## src/rtl/isb_pf_sched_if.sv

```systemverilog
// Bundle of trigger, SP-AMC lookup, demand and shared memory port signals
// of the ISB prefetch scheduler.
interface isb_pf_sched_if;
  logic        trig_v;
  logic [31:0] trig_sa;
  logic        sp_rd_v;
  logic [31:0] sp_rd_sa;
  logic        sp_rd_hit;
  logic [15:0] sp_rd_pa;
  logic        dem_v;
  logic [15:0] dem_addr;
  logic        mem_v;
  logic [15:0] mem_addr;
  logic        mem_pf;
  logic        mem_rdy;
  logic        busy;

  modport master (
    output trig_v, trig_sa, sp_rd_hit, sp_rd_pa, dem_v, dem_addr, mem_rdy,
    input  sp_rd_v, sp_rd_sa, mem_v, mem_addr, mem_pf, busy
  );

  modport slave (
    input  trig_v, trig_sa, sp_rd_hit, sp_rd_pa, dem_v, dem_addr, mem_rdy,
    output sp_rd_v, sp_rd_sa, mem_v, mem_addr, mem_pf, busy
  );
endinterface

```

## src/rtl/isb_pf_sched.sv

```systemverilog
// ISB prefetch scheduler: walks the SP-AMC after a trigger, queues physical
// prefetch addresses and shares the memory port with demand traffic.
// Define ISB_PF_DEDUP_EN to drop pushes that match any queued entry.
module isb_pf_sched #(
  parameter int unsigned DEGREE = 2
) (
  input logic           clk,
  input logic           rst_n,
  isb_pf_sched_if.slave bus
);

  localparam logic [2:0] DEG_C = 3'(DEGREE);

  typedef enum logic [1:0] {
    ST_IDLE   = 2'd0,
    ST_LOOKUP = 2'd1,
    ST_WAIT   = 2'd2
  } state_t;

  state_t      state_r;
  state_t      state_nxt_s;
  logic [31:0] cur_sa_r;
  logic [2:0]  cnt_r;
  logic [15:0] fifo_r [4];
  logic [1:0]  wr_ptr_r;
  logic [1:0]  rd_ptr_r;
  logic [2:0]  occ_r;

  logic        fifo_full_s;
  logic        fifo_empty_s;
  logic [31:0] rd_sa_s;
  logic [2:0]  cnt_inc_s;
  logic        last_s;
  logic [15:0] tail_s;
  logic        dup_hit_s;
  logic        drop_s;
  logic        sp_rd_v_s;
  logic        push_s;
  logic        cnt_step_s;
  logic        busy_s;
  logic        pf_avail_s;
  logic        pop_s;

  assign fifo_full_s  = (occ_r == 3'd4);
  assign fifo_empty_s = (occ_r == 3'd0);
  assign rd_sa_s      = cur_sa_r + 32'd1 + {29'd0, cnt_r};
  assign cnt_inc_s    = cnt_r + 3'd1;
  // A stream stops at its degree or at the last address of a 16-entry block.
  assign last_s       = (cnt_inc_s == DEG_C) || (rd_sa_s[3:0] == 4'hF);
  assign tail_s       = fifo_r[wr_ptr_r - 2'd1];

`ifdef ISB_PF_DEDUP_EN
  logic [3:0] dup_vec_s;

  // Compare the returned address against every occupied slot.
  always_comb begin
    dup_vec_s = 4'd0;
    for (int i = 0; i < 4; i++) begin
      dup_vec_s[i] = (3'(i) < occ_r) && (fifo_r[rd_ptr_r + 2'(i)] == bus.sp_rd_pa);
    end
  end

  assign dup_hit_s = |dup_vec_s;
`else
  assign dup_hit_s = 1'b0;
`endif

  assign drop_s = (bus.dem_v && (bus.sp_rd_pa == bus.dem_addr)) ||
                  (!fifo_empty_s && (bus.sp_rd_pa == tail_s)) ||
                  dup_hit_s;

  // FSM state register.
  always_ff @(posedge clk) begin
    if (!rst_n) begin
      state_r <= ST_IDLE;
    end else begin
      state_r <= state_nxt_s;
    end
  end

  // FSM next-state logic; a trigger restarts the walk from any state.
  always_comb begin
    state_nxt_s = state_r;
    case (state_r)
      ST_IDLE: begin
        if (bus.trig_v) state_nxt_s = ST_LOOKUP;
        else            state_nxt_s = ST_IDLE;
      end
      ST_LOOKUP: begin
        if (bus.trig_v)        state_nxt_s = ST_LOOKUP;
        else if (!fifo_full_s) state_nxt_s = ST_WAIT;
        else                   state_nxt_s = ST_LOOKUP;
      end
      ST_WAIT: begin
        if (bus.trig_v)          state_nxt_s = ST_LOOKUP;
        else if (!bus.sp_rd_hit) state_nxt_s = ST_IDLE;
        else if (last_s)         state_nxt_s = ST_IDLE;
        else                     state_nxt_s = ST_LOOKUP;
      end
      default: state_nxt_s = ST_IDLE;
    endcase
  end

  // FSM outputs: lookup request, FIFO push and walk-counter step.
  always_comb begin
    sp_rd_v_s  = 1'b0;
    push_s     = 1'b0;
    cnt_step_s = 1'b0;
    busy_s     = (state_r != ST_IDLE);
    case (state_r)
      ST_LOOKUP: begin
        if (!bus.trig_v && !fifo_full_s) sp_rd_v_s = 1'b1;
        else                             sp_rd_v_s = 1'b0;
      end
      ST_WAIT: begin
        if (!bus.trig_v && bus.sp_rd_hit) begin
          cnt_step_s = 1'b1;
          push_s     = !drop_s;
        end else begin
          cnt_step_s = 1'b0;
          push_s     = 1'b0;
        end
      end
      default: begin
        sp_rd_v_s  = 1'b0;
        push_s     = 1'b0;
        cnt_step_s = 1'b0;
      end
    endcase
  end

  // Walk position: reloaded on every trigger, advanced on each SP hit.
  always_ff @(posedge clk) begin
    if (!rst_n) begin
      cur_sa_r <= 32'd0;
      cnt_r    <= 3'd0;
    end else if (bus.trig_v) begin
      cur_sa_r <= bus.trig_sa;
      cnt_r    <= 3'd0;
    end else if (cnt_step_s) begin
      cnt_r    <= cnt_inc_s;
    end else begin
      cnt_r    <= cnt_r;
    end
  end

  // Prefetch FIFO storage, pointers and occupancy.
  always_ff @(posedge clk) begin
    if (!rst_n) begin
      wr_ptr_r <= 2'd0;
      rd_ptr_r <= 2'd0;
      occ_r    <= 3'd0;
      for (int i = 0; i < 4; i++) begin
        fifo_r[i] <= 16'd0;
      end
    end else begin
      if (push_s) begin
        fifo_r[wr_ptr_r] <= bus.sp_rd_pa;
        wr_ptr_r         <= wr_ptr_r + 2'd1;
      end
      if (pop_s) begin
        rd_ptr_r <= rd_ptr_r + 2'd1;
      end
      case ({push_s, pop_s})
        2'b10:   occ_r <= occ_r + 3'd1;
        2'b01:   occ_r <= occ_r - 3'd1;
        default: occ_r <= occ_r;
      endcase
    end
  end

  // Outputs are masked while reset is asserted so stale state never leaks.
  assign pf_avail_s   = rst_n && !fifo_empty_s;
  assign pop_s        = pf_avail_s && !bus.dem_v && bus.mem_rdy;
  assign bus.sp_rd_v  = rst_n && sp_rd_v_s;
  assign bus.sp_rd_sa = rd_sa_s;
  assign bus.busy     = rst_n && busy_s;
  assign bus.mem_v    = bus.dem_v || pf_avail_s;
  assign bus.mem_pf   = !bus.dem_v && pf_avail_s;
  assign bus.mem_addr = bus.dem_v ? bus.dem_addr : fifo_r[rd_ptr_r];

endmodule

```

## src/flat_wrapper.sv

```systemverilog
// flat-port wrapper written by rule: the top's interface ports become plain ports
module isb_pf_sched_flat 
#(
  parameter int unsigned DEGREE = 2
)
  (clk, rst_n, bus_trig_v, bus_trig_sa, bus_sp_rd_hit, bus_sp_rd_pa, bus_dem_v, bus_dem_addr, bus_mem_rdy, bus_sp_rd_v, bus_sp_rd_sa, bus_mem_v, bus_mem_addr, bus_mem_pf, bus_busy);
  isb_pf_sched_if bus_i ();
  input logic clk;
  input logic rst_n;
  input wire logic [$bits(bus_i.trig_v)-1:0] bus_trig_v;
  input wire logic [$bits(bus_i.trig_sa)-1:0] bus_trig_sa;
  input wire logic [$bits(bus_i.sp_rd_hit)-1:0] bus_sp_rd_hit;
  input wire logic [$bits(bus_i.sp_rd_pa)-1:0] bus_sp_rd_pa;
  input wire logic [$bits(bus_i.dem_v)-1:0] bus_dem_v;
  input wire logic [$bits(bus_i.dem_addr)-1:0] bus_dem_addr;
  input wire logic [$bits(bus_i.mem_rdy)-1:0] bus_mem_rdy;
  output wire logic [$bits(bus_i.sp_rd_v)-1:0] bus_sp_rd_v;
  output wire logic [$bits(bus_i.sp_rd_sa)-1:0] bus_sp_rd_sa;
  output wire logic [$bits(bus_i.mem_v)-1:0] bus_mem_v;
  output wire logic [$bits(bus_i.mem_addr)-1:0] bus_mem_addr;
  output wire logic [$bits(bus_i.mem_pf)-1:0] bus_mem_pf;
  output wire logic [$bits(bus_i.busy)-1:0] bus_busy;
  assign bus_i.trig_v = bus_trig_v;
  assign bus_i.trig_sa = bus_trig_sa;
  assign bus_i.sp_rd_hit = bus_sp_rd_hit;
  assign bus_i.sp_rd_pa = bus_sp_rd_pa;
  assign bus_i.dem_v = bus_dem_v;
  assign bus_i.dem_addr = bus_dem_addr;
  assign bus_i.mem_rdy = bus_mem_rdy;
  assign bus_sp_rd_v = bus_i.sp_rd_v;
  assign bus_sp_rd_sa = bus_i.sp_rd_sa;
  assign bus_mem_v = bus_i.mem_v;
  assign bus_mem_addr = bus_i.mem_addr;
  assign bus_mem_pf = bus_i.mem_pf;
  assign bus_busy = bus_i.busy;
  isb_pf_sched #(.DEGREE(DEGREE)) u_core (.clk(clk), .rst_n(rst_n), .bus(bus_i));
endmodule
```

## config.mk

```make
export PLATFORM = sky130hd
export DESIGN_NAME = isb_pf_sched_flat
export DESIGN_NICKNAME = d
export VERILOG_FILES = /design/src/rtl/isb_pf_sched_if.sv /design/src/rtl/isb_pf_sched.sv /design/src/flat_wrapper.sv
export SDC_FILE = /design/constraint.sdc
export NUM_CORES = 1
export LEC_CHECK = 0
export ABC_AREA = 1
export CAP_MARGIN = 20
export CORE_UTILIZATION = 50
export CTS_CLUSTER_SIZE = 8
export DETAILED_ROUTE_END_ITERATION = 7
export GPL_TIMING_DRIVEN = 0
export PLACE_DENSITY = 0.79
export SLEW_MARGIN = 20
export SYNTH_ARGS = -nofsm -noshare
export SYNTH_HDL_FRONTEND = slang
export SYNTH_SLANG_ARGS = --single-unit
```

## constraint.sdc

```tcl
create_clock -name clk -period 3.4 [get_ports clk]
set_input_delay 0.34 -clock clk [delete_from_list [all_inputs] [get_ports clk]]
set_output_delay 0.34 -clock clk [all_outputs]
set_load 0.05 [all_outputs]
```

==> results.md <==
* Status: finished, final reports clean
* Switching part of the total power at 0.2924
* Fraction of synthesized area in multiplexers at 0
* Vias after detailed routing at 6741
* Period utilization at 0.9687
* Hold Path Class: in -> reg
* Most frequent cells in the layout: nand2_1 (221), nor2_1 (137), clkdlybuf4s50_1 (99)
* Post-synth top area share at 0.2890
* Final setup violation count at 0
* # fillers at 1099
* Syn nets at 972
* Synth Area in Adders at 0.01731
* GPL Wtd Cong at 0.9471
* Largest net degree at the start of global routing at 19
* Core Box Area at 12770 µm²
* CTS tree: done
* CTS buffer count at 9
* Syn Inst Count at 894
* Simple-Gate Fraction of Synth Area at 0.3025
* Core Util, Final at 0.6594
* Pwr Total at 3.165 mW
* Area post-placement at 8123 µm²
* Fin crit period at 3.293 ns
* Wire length of the first global-routing pass at 32540 µm
* Combinational Power Share at 0.187
* Initial antenna violation count at 0
* Avg Inst Size Synth at 7.439 µm²
* CTS Buffer Depth at 2
* Critical path peak fanout at 4
* Cell taking the most area after synthesis: edfxtp_1
* Most common cell after layout, fill and taps aside: nand2_1
* Async SR Flop Fraction at 0
* # nets final at 1108
* Initial DRC count at 746
* Area contributors post-synth: edfxtp_1 (29%), dfxtp_1 (14%), nand2_1 (12%), nor2_1 (7.8%), o21ai_0 (6.5%)
* Detailed Routing Iterations Pass 1 at 6
* Yosys warns at 0
* Post-Route WL at 20700 µm
* Clock latency on the worst-skew pair at 0.36 ns
* Internal cell power at 2.239 mW
* Vias in the first global route at 6275
* Top FF cell, synth: edfxtp_1
* Worst-margin pin slew at 0.9027 ns
* GRT Total Usage at 0.3064
* Clock power share at 0.338
* Port bufs at 120
* Largest family of logic cells by synthesized area: simple AND/OR/NAND/NOR gates
* Post-synth EDFFs at 64
* GRT overflow at 0
* CP Launch Type: register
* Root Buffer: clkbuf_16
* Net Switching at 0.9253 mW
* Leakage at 3.684 nW
* Max transition margin at 0.3976
* Area of the die at 13770 µm²
* Layout cell share with drive strength beyond 1 at 0.09179
* PD cells at 375.7 nW/µm²
* Final Cell Area at 8423 µm²
* Cell Count, Final, Fillers Out at 1207
* Distinct cells, synth at 42
* Mapped Area at 6650 µm²
* Area growth from synthesis to layout at 26.66%
* Ports at 122
* Crit path DAT at 2.95 ns
* Dpl cells at 1189
* WL per Instance at 17.15 µm
* Post-Synth XOR/XNOR Area at 0.04741
* Hold_buf cts at 0
* Unrepaired setup endpoints after global routing: true
* Skew final at 0.007998 ns
* Vias per cell at 5.585
* Synth Area in Compound Gates at 0.1183
* Std-Cell Rows at 41
* # DRC at 0
* Post-DP HPWL at 15010 µm
* Clock sinks at 110
* Reg clk slew, reported paths at 0.07 ns
* Max-slew violation count at 0
* Synth Register Bits at 110
* Crit Path Class: reg -> out
* Starting Density at 0.5206
* Die width at 117.3 µm
* Antenna diodes at 0
* Setup WS post-layout at 0.1065 ns
* Critical Path RT at 3.06 ns
* Maxcap violations at 0
* Setup WS pre-CTS at -0.4592 ns
* VDD IR max at 0.0002188 V
* Worst setup EP type: output port
* Register area share after synthesis at 0.4275
* Fmax at 303.6 MHz
* CTS H-tree lvls at 3
* Power share of the sequential group at 0.475
* Die Y at 117.3 µm
* Hold Violations, Final at 0
* Final ANT Viol Nets at 0
## power by group through the flow
| stage | registers, mW | logic [mW] | clock network (mW) |
|---|---|---|---|
| 2_1_floorplan | 1.52 | 0.342 | 0 |
| 3_5_place_dp | 1.53 | 0.594 | 0 |
| 4_1_cts | 1.50 | 0.590 | 1.07 |
| 3_3_place_gp | 1.53 | 0.584 | 0 |
| 6_report | 1.50 | 0.592 | 1.07 |
| 5_1_grt | 1.51 | 0.629 | 1.13 |
## kinds of logic after synthesis
logic type | after synthesis
and+or+nand+nor | 459
AOI/OAI and AO/OA | 148
buffers and inverters | 133
DFF | 110
xor gates and xnor gates | 36
adders and majority gates | 8
## final timing paths
path	cells after the start	endpoint	slack [ns]	start
setup reg to reg	17	u_core.fifo_r[3][0]$_DFFE_PP_	0.19	u_core.wr_ptr_r[1]$_SDFFE_PN0P_
setup / recovery	10	bus_sp_rd_sa[29]	0.11	u_core.cnt_r[2]$_SDFFE_PP0P_
hold / removal	3	u_core.wr_ptr_r[0]$_SDFFE_PN0P_	0.47	rst_n
hold reg to reg	2	u_core.cur_sa_r[0]$_SDFFE_PN0P_	0.49	u_core.cur_sa_r[0]$_SDFFE_PN0P_
## synthesized netlist by cell type (4+ instances only)
cell type	count
buf_2	5
buf_6	5
dfxtp_1	46
nor3_1	28
nor2_1	139
o22ai_1	12
a31oi_1	10
ha_1	6
nand4_1	12
clkbuf_1	24
a21oi_1	31
xnor2_1	15
nand2_1	221
xor2_1	21
o211ai_1	4
inv_2	10
o21ai_0	87
nand3_1	28
nor2_2	6
nand2_4	13
inv_1	80
edfxtp_1	64
## through the flow
stage,TNS (ns),hold WS (ns)
finish,0,0.4715
global route,-0.09796,0.5036
CTS,0,0.4467
detailed placement,-2.000,0.4792
global placement,-56.45,0.4706
floorplan,0,0.4373
## registers in the layout, summed over array words and instances (netlist names), named ones only
name,count
u_core.wr_ptr_r,2
u_core.occ_r,3
u_core.cnt_r,3
u_core.cur_sa_r,32
u_core.rd_ptr_r,2
u_core.state_r,2
u_core.fifo_r,64
## metal layers
| layer | vias to the layer above | track usage | part of all wire |
|---|---|---|---|
| li1 | 3185 | - | - |
| met1 | 3085 | 0.4056 | 0.40 |
| met2 | 413 | 0.4856 | 0.46 |
| met3 | 58 | 0.05739 | 0.11 |
| met4 | 0 | 0.1388 | 0.030 |
| met5 | - | 0 | 0 |
## timing repair
item | 4_1_cts | 5_1_grt
endpoints found under the setup margin | 19 | 20
pin swaps | 2 | 2
resized for setup | 47 | 33
buffers inserted | 1 | 1
## cell type report
cell class,instances,area [µm²],share of cell area
Multi-Input combinational cell,651,3278,0.3892
Sequential cell,110,2843,0.3375
Timing Repair Buffer,125,1205,0.1430
Inverter,93,356.6,0.04234
Clock buffer,11,264.0,0.03134
Buffer,40,221.5,0.02629
Tap cell,172,215.2,0.02555
Clock inverter,5,40.04,0.004753
## critical path, cell delays in order (launching register included)
cell	delay, ns
dfxtp_1	0.33
ha_1	0.35
nand2_1	0.06
o21ai_1	0.19
nand2_1	0.09
nor2_2	0.15
inv_1	0.08
nor2_1	0.17
nand2_1	0.12
xnor2_1	0.20
clkdlybuf4s50_1	0.84
Note: power is estimated with default switching activity, not from simulation.
